File: config.mk
export PLATFORM = sky130hd
export DESIGN_NAME = sht30_responder
export DESIGN_NICKNAME = d
export VERILOG_FILES = /design/src/rtl/sht30_pkg.sv /design/src/rtl/sht30_crc8.sv /design/src/rtl/sht30_responder.sv
export SDC_FILE = /design/constraint.sdc
export NUM_CORES = 1
export LEC_CHECK = 0
export CAP_MARGIN = 15
export CORE_MARGIN = 4
export CORE_UTILIZATION = 45
export DETAILED_ROUTE_END_ITERATION = 16
export GPL_ROUTABILITY_DRIVEN = 0
export PLACE_DENSITY_LB_ADDON = 0.1
export SYNTH_ARGS = -nofsm -noshare
export SYNTH_HDL_FRONTEND = slang
export SYNTH_SLANG_ARGS = --single-unit
File: constraint.sdc
create_clock -name clk_50M -period 2.6 [get_ports clk_50M]
set_input_delay 0.26 -clock clk_50M [delete_from_list [all_inputs] [get_ports clk_50M]]
set_output_delay 0.26 -clock clk_50M [all_outputs]
set_load 0.02 [all_outputs]
File: src/rtl/sht30_pkg.sv
// Shared types and constants for the SHT30 sensor emulator.
package sht30_pkg;

    typedef enum logic [3:0] {
        IDLE,
        ADDR,
        ADDR_ACK,
        CMD_HI,
        ACK1,
        CMD_LO,
        ACK2,
        TX_BYTE,
        M_ACK,
        IGNORE
    } state_t;

    localparam logic [15:0] CMD_MEAS       = 16'h2400;
    localparam logic [15:0] CMD_SOFT_RESET = 16'h30A2;

    localparam logic [7:0]  CRC_POLY = 8'h31;
    localparam logic [7:0]  CRC_INIT = 8'hFF;

endpackage

File: src/rtl/sht30_crc8.sv
// Sensirion CRC-8 (poly 0x31, init 0xFF, no reflection, no final XOR)
// over a 16-bit word, MSB byte first.
module sht30_crc8
    import sht30_pkg::*;
(
    input  logic [15:0] data,
    output logic [7:0]  crc
);

    // Bit-serial CRC unrolled across all 16 data bits.
    always_comb begin
        logic [7:0] c;
        c = CRC_INIT;
        for (int i = 15; i >= 0; i--) begin
            if (c[7] ^ data[i]) c = {c[6:0], 1'b0} ^ CRC_POLY;
            else                c = {c[6:0], 1'b0};
        end
        crc = c;
    end

endmodule

File: src/rtl/sht30_responder.sv
// I2C slave emulating an SHT30: accepts a 16-bit command, and after the
// measurement command returns temp MSB/LSB/CRC, hum MSB/LSB/CRC.
module sht30_responder #(
    parameter logic [6:0]  I2C_ADDR    = 7'h44,
    parameter logic [15:0] CMD_MEAS    = 16'h2400,
    parameter int          SYNC_STAGES = 2
) (
    input  logic        clk_50M,
    input  logic        rst,
    input  logic        scl_in,
    input  logic        sda_in,
    output logic        sda_oe,
    input  logic [15:0] temp_raw,
    input  logic [15:0] hum_raw,
    output logic        cmd_valid,
    output logic [15:0] cmd,
    output logic        meas_pending,
    output logic        bus_busy
);
    import sht30_pkg::*;

    localparam int SS = (SYNC_STAGES < 2) ? 2 : SYNC_STAGES;

    logic [SS-1:0] scl_sync, sda_sync;
    logic          scl_q, sda_q, scl_s, sda_s;
    logic          scl_rise, scl_fall, start_c, stop_c;

    state_t      state, state_n;
    logic [3:0]  cnt, cnt_n;
    logic [7:0]  sh, sh_n, cmd_hi, hi_n;
    logic [2:0]  idx, idx_n;
    logic        mack, mack_n, oe_n, cv_n, pend_n, busy_n, snap;
    logic [15:0] cmd_n, t_snap, h_snap;
    logic [7:0]  crc_t, crc_h, crc_t_w, crc_h_w, tx_cur, tx_next;
    logic [47:0] buf_flat;

    sht30_crc8 u_crc_t (.data(temp_raw), .crc(crc_t_w));
    sht30_crc8 u_crc_h (.data(hum_raw),  .crc(crc_h_w));

    function automatic logic [7:0] pick(input logic [47:0] b, input logic [2:0] i);
        case (i)
            3'd0:    return b[47:40];
            3'd1:    return b[39:32];
            3'd2:    return b[31:24];
            3'd3:    return b[23:16];
            3'd4:    return b[15:8];
            default: return b[7:0];
        endcase
    endfunction

    // Synchronizers plus one extra sample for edge detection; idle bus = 1.
    always_ff @(posedge clk_50M) begin
        if (rst) begin
            scl_sync <= '1;
            sda_sync <= '1;
            scl_q    <= 1'b1;
            sda_q    <= 1'b1;
        end else begin
            scl_sync <= {scl_sync[SS-2:0], scl_in};
            sda_sync <= {sda_sync[SS-2:0], sda_in};
            scl_q    <= scl_sync[SS-1];
            sda_q    <= sda_sync[SS-1];
        end
    end

    assign scl_s    = scl_sync[SS-1];
    assign sda_s    = sda_sync[SS-1];
    assign scl_rise = scl_s & ~scl_q;
    assign scl_fall = ~scl_s & scl_q;
    // SCL must be stable high in both samples, so a simultaneous change is an SCL edge only.
    assign start_c  = scl_s & scl_q & ~sda_s & sda_q;
    assign stop_c   = scl_s & scl_q & sda_s & ~sda_q;

    assign buf_flat = {t_snap, crc_t, h_snap, crc_h};
    assign tx_cur   = pick(buf_flat, idx);
    assign tx_next  = pick(buf_flat, idx + 3'd1);

    // Protocol FSM: START/STOP take priority over bit handling.
    always_comb begin
        state_n = state;
        cnt_n   = cnt;
        sh_n    = sh;
        hi_n    = cmd_hi;
        idx_n   = idx;
        mack_n  = mack;
        oe_n    = sda_oe;
        cv_n    = 1'b0;
        cmd_n   = cmd;
        pend_n  = meas_pending;
        busy_n  = bus_busy;
        snap    = 1'b0;
        if (stop_c) begin
            state_n = IDLE;
            oe_n    = 1'b0;
            busy_n  = 1'b0;
        end else if (start_c) begin
            state_n = ADDR;
            cnt_n   = 4'd0;
            oe_n    = 1'b0;
            busy_n  = 1'b1;
        end else begin
            case (state)
                ADDR, CMD_HI, CMD_LO: begin
                    if (scl_rise && cnt < 4'd8) begin
                        sh_n  = {sh[6:0], sda_s};
                        cnt_n = cnt + 4'd1;
                    end else if (scl_fall && cnt == 4'd8) begin
                        cnt_n = 4'd0;
                        case (state)
                            ADDR: begin
                                if (sh[7:1] == I2C_ADDR && (!sh[0] || meas_pending)) begin
                                    state_n = ADDR_ACK;
                                    oe_n    = 1'b1;
                                end else begin
                                    state_n = IGNORE;
                                end
                            end
                            CMD_HI: begin
                                hi_n    = sh;
                                state_n = ACK1;
                                oe_n    = 1'b1;
                            end
                            default: begin
                                state_n = ACK2;
                                oe_n    = 1'b1;
                            end
                        endcase
                    end
                end
                ADDR_ACK: if (scl_fall) begin
                    // sh still holds the address byte; its LSB selects read or write.
                    if (sh[0]) begin
                        state_n = TX_BYTE;
                        idx_n   = 3'd0;
                        cnt_n   = 4'd1;
                        oe_n    = ~t_snap[15];
                    end else begin
                        state_n = CMD_HI;
                        oe_n    = 1'b0;
                    end
                end
                ACK1: if (scl_fall) begin
                    state_n = CMD_LO;
                    oe_n    = 1'b0;
                end
                ACK2: if (scl_fall) begin
                    state_n = IGNORE;
                    oe_n    = 1'b0;
                    cv_n    = 1'b1;
                    cmd_n   = {cmd_hi, sh};
                    if ({cmd_hi, sh} == CMD_MEAS) begin
                        pend_n = 1'b1;
                        snap   = 1'b1;
                    end else if ({cmd_hi, sh} == CMD_SOFT_RESET) begin
                        pend_n = 1'b0;
                    end
                end
                TX_BYTE: if (scl_fall) begin
                    if (cnt == 4'd8) begin
                        state_n = M_ACK;
                        oe_n    = 1'b0;
                        if (idx == 3'd5) pend_n = 1'b0;
                    end else begin
                        oe_n  = ~tx_cur[3'd7 - cnt[2:0]];
                        cnt_n = cnt + 4'd1;
                    end
                end
                M_ACK: begin
                    if (scl_rise) begin
                        mack_n = sda_s;
                    end else if (scl_fall) begin
                        if (!mack && idx != 3'd5) begin
                            state_n = TX_BYTE;
                            idx_n   = idx + 3'd1;
                            cnt_n   = 4'd1;
                            oe_n    = ~tx_next[7];
                        end else begin
                            state_n = IGNORE;
                        end
                    end
                end
                default: oe_n = 1'b0;
            endcase
        end
    end

    // State and datapath registers.
    always_ff @(posedge clk_50M) begin
        if (rst) begin
            state        <= IDLE;
            cnt          <= 4'd0;
            sh           <= 8'h00;
            cmd_hi       <= 8'h00;
            idx          <= 3'd0;
            mack         <= 1'b1;
            sda_oe       <= 1'b0;
            cmd_valid    <= 1'b0;
            cmd          <= 16'h0000;
            meas_pending <= 1'b0;
            bus_busy     <= 1'b0;
            t_snap       <= 16'h0000;
            h_snap       <= 16'h0000;
            crc_t        <= 8'h00;
            crc_h        <= 8'h00;
        end else begin
            state        <= state_n;
            cnt          <= cnt_n;
            sh           <= sh_n;
            cmd_hi       <= hi_n;
            idx          <= idx_n;
            mack         <= mack_n;
            sda_oe       <= oe_n;
            cmd_valid    <= cv_n;
            cmd          <= cmd_n;
            meas_pending <= pend_n;
            bus_busy     <= busy_n;
            if (snap) begin
                t_snap <= temp_raw;
                h_snap <= hum_raw;
                crc_t  <= crc_t_w;
                crc_h  <= crc_h_w;
            end
        end
    end

endmodule

==> impl_metrics.env <==
export IMPL_fin_nets=760
export IMPL_finalSetupViolCount=0
export IMPL_synth_seq_cells=102
export IMPL_power_uw=3710
export IMPL_cts_clk_slew_worst_paths_ns=0.07
export IMPL_fin_worst_skew_ns=0.00751
export IMPL_p_sw_uw=1020
export IMPL_port_buffers=55
export IMPL_p_leak_uw=0.00241
export IMPL_crit_arrival_ns=2.61
export IMPL_whs_ns=0.266
export IMPL_hold_path_class="in2reg"
export IMPL_period_share_pct=89.3
export IMPL_cellPowerDensity_nw_per_um2=560
export IMPL_rsz0062_at_grt="no"
export IMPL_ys_warn_count=0
export IMPL_end_kind="register"
export IMPL_r2r_start="idx[1]"
export IMPL_routed_wl_um=13900
export IMPL_async_flop_share_pct=0
export IMPL_num_io_pins=56
export IMPL_netlist_area_sq_um=5500
export IMPL_holdPathStages=2
export IMPL_clk_latency_ns=0.36
export IMPL_synth_ff_type="dfxtp_1"
export IMPL_slew_violations=0
export IMPL_tritoncts="yes"
export IMPL_initialDrtViolationCount=340
export IMPL_hold_viol_final=0
export IMPL_pwr_share_clk_pct=34.3
export IMPL_drt_pass1_iterations=5
export IMPL_cp_start_kind="register"
export IMPL_dp_hpwl_um=10100
export IMPL_syn_num_nets=704
export IMPL_overflow=0
export IMPL_syn_area_per_cell_sq_um=8.36
export IMPL_outcome="finished clean"
export IMPL_synth_seq_area_share_pct=37.1
export IMPL_max_freq_ghz=0.430
export IMPL_r2r_setup_slack_ns=0.28
export IMPL_start_util_pct=45.8
export IMPL_whs_endpoint="cnt[0]"
export IMPL_die_h_um=119
export IMPL_core_sq_um=12000
export IMPL_routedWlPerCell_um=16.0
export IMPL_min_period_ns=2.32
export IMPL_clock_sink_count=102
export IMPL_drc=0
export IMPL_slowest_delay_ns=0.53
export IMPL_ctsHtreeMaxLevel=3
export IMPL_die_width_um=119
export IMPL_path_class="reg2reg"
export IMPL_post_cts_setup_buffer_count=0
export IMPL_cts_root_buf="clkbuf_16"
export IMPL_antennaDiodeCount=0
export IMPL_critPathMaxFanout=7
export IMPL_p_sw_share_pct=27.5
export IMPL_final_layout_size_suffix_gt1_share_pct=10.7
export IMPL_crit_required_ns=2.88
export IMPL_r2r_cells=8
export IMPL_grt_max_degree=66
export IMPL_slowest_stage="or4b_1"
export IMPL_antenna_found_initial=0
export IMPL_crit_top_cell="a21oi_1"
export IMPL_worst_pin_slew_ns=0.730
export IMPL_ant_nets=0
export IMPL_comb_power_share_pct=22.5
export IMPL_intPower_uw=2690
export IMPL_vdd_drop_max_uv=368
export IMPL_grt_pass1_vias=4704
export IMPL_synth_cells=658
export IMPL_slew_headroom_pct=51.2
export IMPL_reg2reg_to="cnt[2]"
export IMPL_ctsLongestPathBuffers=2
export IMPL_cts_made_buffers=9
export IMPL_via_per_inst=5.56
export IMPL_fin_setup_tns_ns=0
export IMPL_power_frac_seq_pct=43.2
export IMPL_crit_chain="inv_1 > ha_1 > a21oi_1 > a21oi_1 > o21ai_1 > a31oi_2 > or4b_1 > a21oi_1"
export IMPL_synth_edff_count=0
export IMPL_grt_total_usage_pct=20.2
export IMPL_nFillCells=1111
export IMPL_die_area_sq_um=14100
export IMPL_grt_pass1_wl_um=23300
export IMPL_min_from="rst"
export IMPL_yosys_cell_types_count=70
export IMPL_area_delta_synth_final_pct=20.3
export IMPL_rows=40
export IMPL_cap_violations=0
export IMPL_via_count=4813
[cells in the final DEF (no fill, tap or decap), types with 5 or more instances in the layout]
cell and instances:
nor3_1 8, o21ai_1 5, dfxtp_1 102, a22oi_1 8
xnor2_1 36, clkbuf_16 9, xnor3_1 6, xnor2_2 6
o21ai_0 7, or2_2 6, nor2_1 46, clkdlybuf4s50_1 54
nand3b_1 6, a211oi_1 8, mux2i_1 19, ha_1 9
xor2_1 12, a31oi_1 6, nand2b_1 9, and3_1 7
inv_1 7, nand3_1 19, nand2_1 126, a21oi_1 79
o2111ai_1 5, buf_4 30
[sequential cells by signal (all words and copies together), names as in the netlist, 2 cells and up]
signal / flops
sda_sync: 2
crc_h: 8
cmd: 16
idx: 3
crc_t: 8
h_snap: 16
scl_sync: 2
state: 4
t_snap: 16
cmd_hi: 8
cnt: 4
sh: 8
[cell usage after synthesis (4+ instances only)]
master / count / area share (%)
o211ai_1: 4 / 0.55
clkbuf_1: 38 / 2.6
a31oi_1: 7 / 0.80
nand2_1: 126 / 8.6
o21ai_1: 5 / 0.45
a21oi_1: 79 / 7.2
nor3_1: 8 / 0.73
mux2i_1: 19 / 3.5
and3_1: 7 / 0.80
nor2_1: 46 / 3.1
o2111ai_1: 5 / 0.80
xnor2_2: 6 / 1.8
o22ai_1: 4 / 0.45
nand2b_1: 9 / 1.0
dfxtp_1: 102 / 37
a211oi_1: 8 / 1.1
ha_1: 10 / 2.3
xor2_1: 12 / 1.9
xnor3_1: 6 / 2.5
a22oi_1: 8 / 1.1
nand3_1: 19 / 1.7
o21ai_0: 7 / 0.64
or2_2: 6 / 0.68
nand3b_1: 6 / 0.82
xnor2_1: 36 / 5.7
inv_1: 7 / 0.48
[per-layer routing]
layer	share of wire (%)	vias up	GRT usage [%]	wire, um
li1	-	2403	-	-
met1	47	2278	27.2	6520
met2	46	117	32.4	6410
met3	5.4	15	5.45	750
met4	1.3	0	4.49	174
met5	0	-	0	0
[cell type report]
type | instances | area [sq um] | share of cell area [%]
clock inverters | 6 | 43.8 | 0.661
flip-flops and latches | 102 | 2040 | 30.8
repair buffers | 87 | 811 | 12.2
clock buffers | 10 | 229 | 3.46
well taps | 147 | 184 | 2.78
multi-input cells | 506 | 3280 | 49.6
inverters | 8 | 30.0 | 0.453
[worst max path at each step]
| stage | from | endpoint | slack (ns) | cells past startpoint |
|---|---|---|---|---|
| 4_1_cts | idx[1] | sda_oe | 0.15 | 8 |
| 2_1_floorplan | idx[2] | sda_oe | 0.26 | 11 |
| 6_report | idx[1] | cnt[2] | 0.28 | 8 |
| 3_3_place_gp | hum_raw[11] | crc_h[5] | 0.07 | 7 |
| 5_1_grt | idx[1] | cnt[3] | 0.008 | 8 |
| 3_5_place_dp | hum_raw[11] | crc_h[5] | 0.04 | 8 |
[power by group through the flow]
| stage | Combinational, uW | Sequential [uW] | Clock, uW |
|---|---|---|---|
| floorplan | 612 | 1620 | 0 |
| global placement | 826 | 1640 | 0 |
| detailed placement | 836 | 1640 | 0 |
| CTS | 839 | 1600 | 1300 |
| global route | 902 | 1600 | 1370 |
| finish | 835 | 1600 | 1270 |
[what timing repair did]
item                                    in CTS  in global routing
hold buffers                                 0                  0
endpoints found under the hold margin        0                  0
endpoints found under the setup margin       0                  2
resized for setup                            0                  2
[critical path, delay by kind of cell (launching register included)]
kind                       cells  cell delay, ns
AOI/OAI and AO/OA              5            0.83
and+or+nand+nor                1            0.53
DFF                            1            0.44
adders and majority gates      1            0.31
buffers and inverters          1            0.13
[logic make-up (layout without fill, tap and decap cells)]
kind of cell	count (synthesis)	count (layout)	share of synthesized area, %
flops	102	102	37.1
mux	20	20	3.66
xor+xnor	65	65	14.0
simple gates	258	258	22.2
fa+ha+maj	10	10	2.27
compound gates	153	153	17.4
buf+inv	50	111	3.48
[through the flow]
stage | area (sq um) | setup slack, ns | instances | util [%]
final | 6620 | 0.277 | 866 | 55.1
after global routing | 6620 | 0.00782 | 866 | 55.1
after CTS | 6620 | 0.145 | 866 | 55.1
after detailed placement | 6340 | 0.0354 | 850 | 52.8
after global placement | 6340 | 0.0653 | 850 | 52.8
after floorplan | 5500 | 0.256 | 658 | -
No activity file was read; power rests on OpenSTA's default activity.
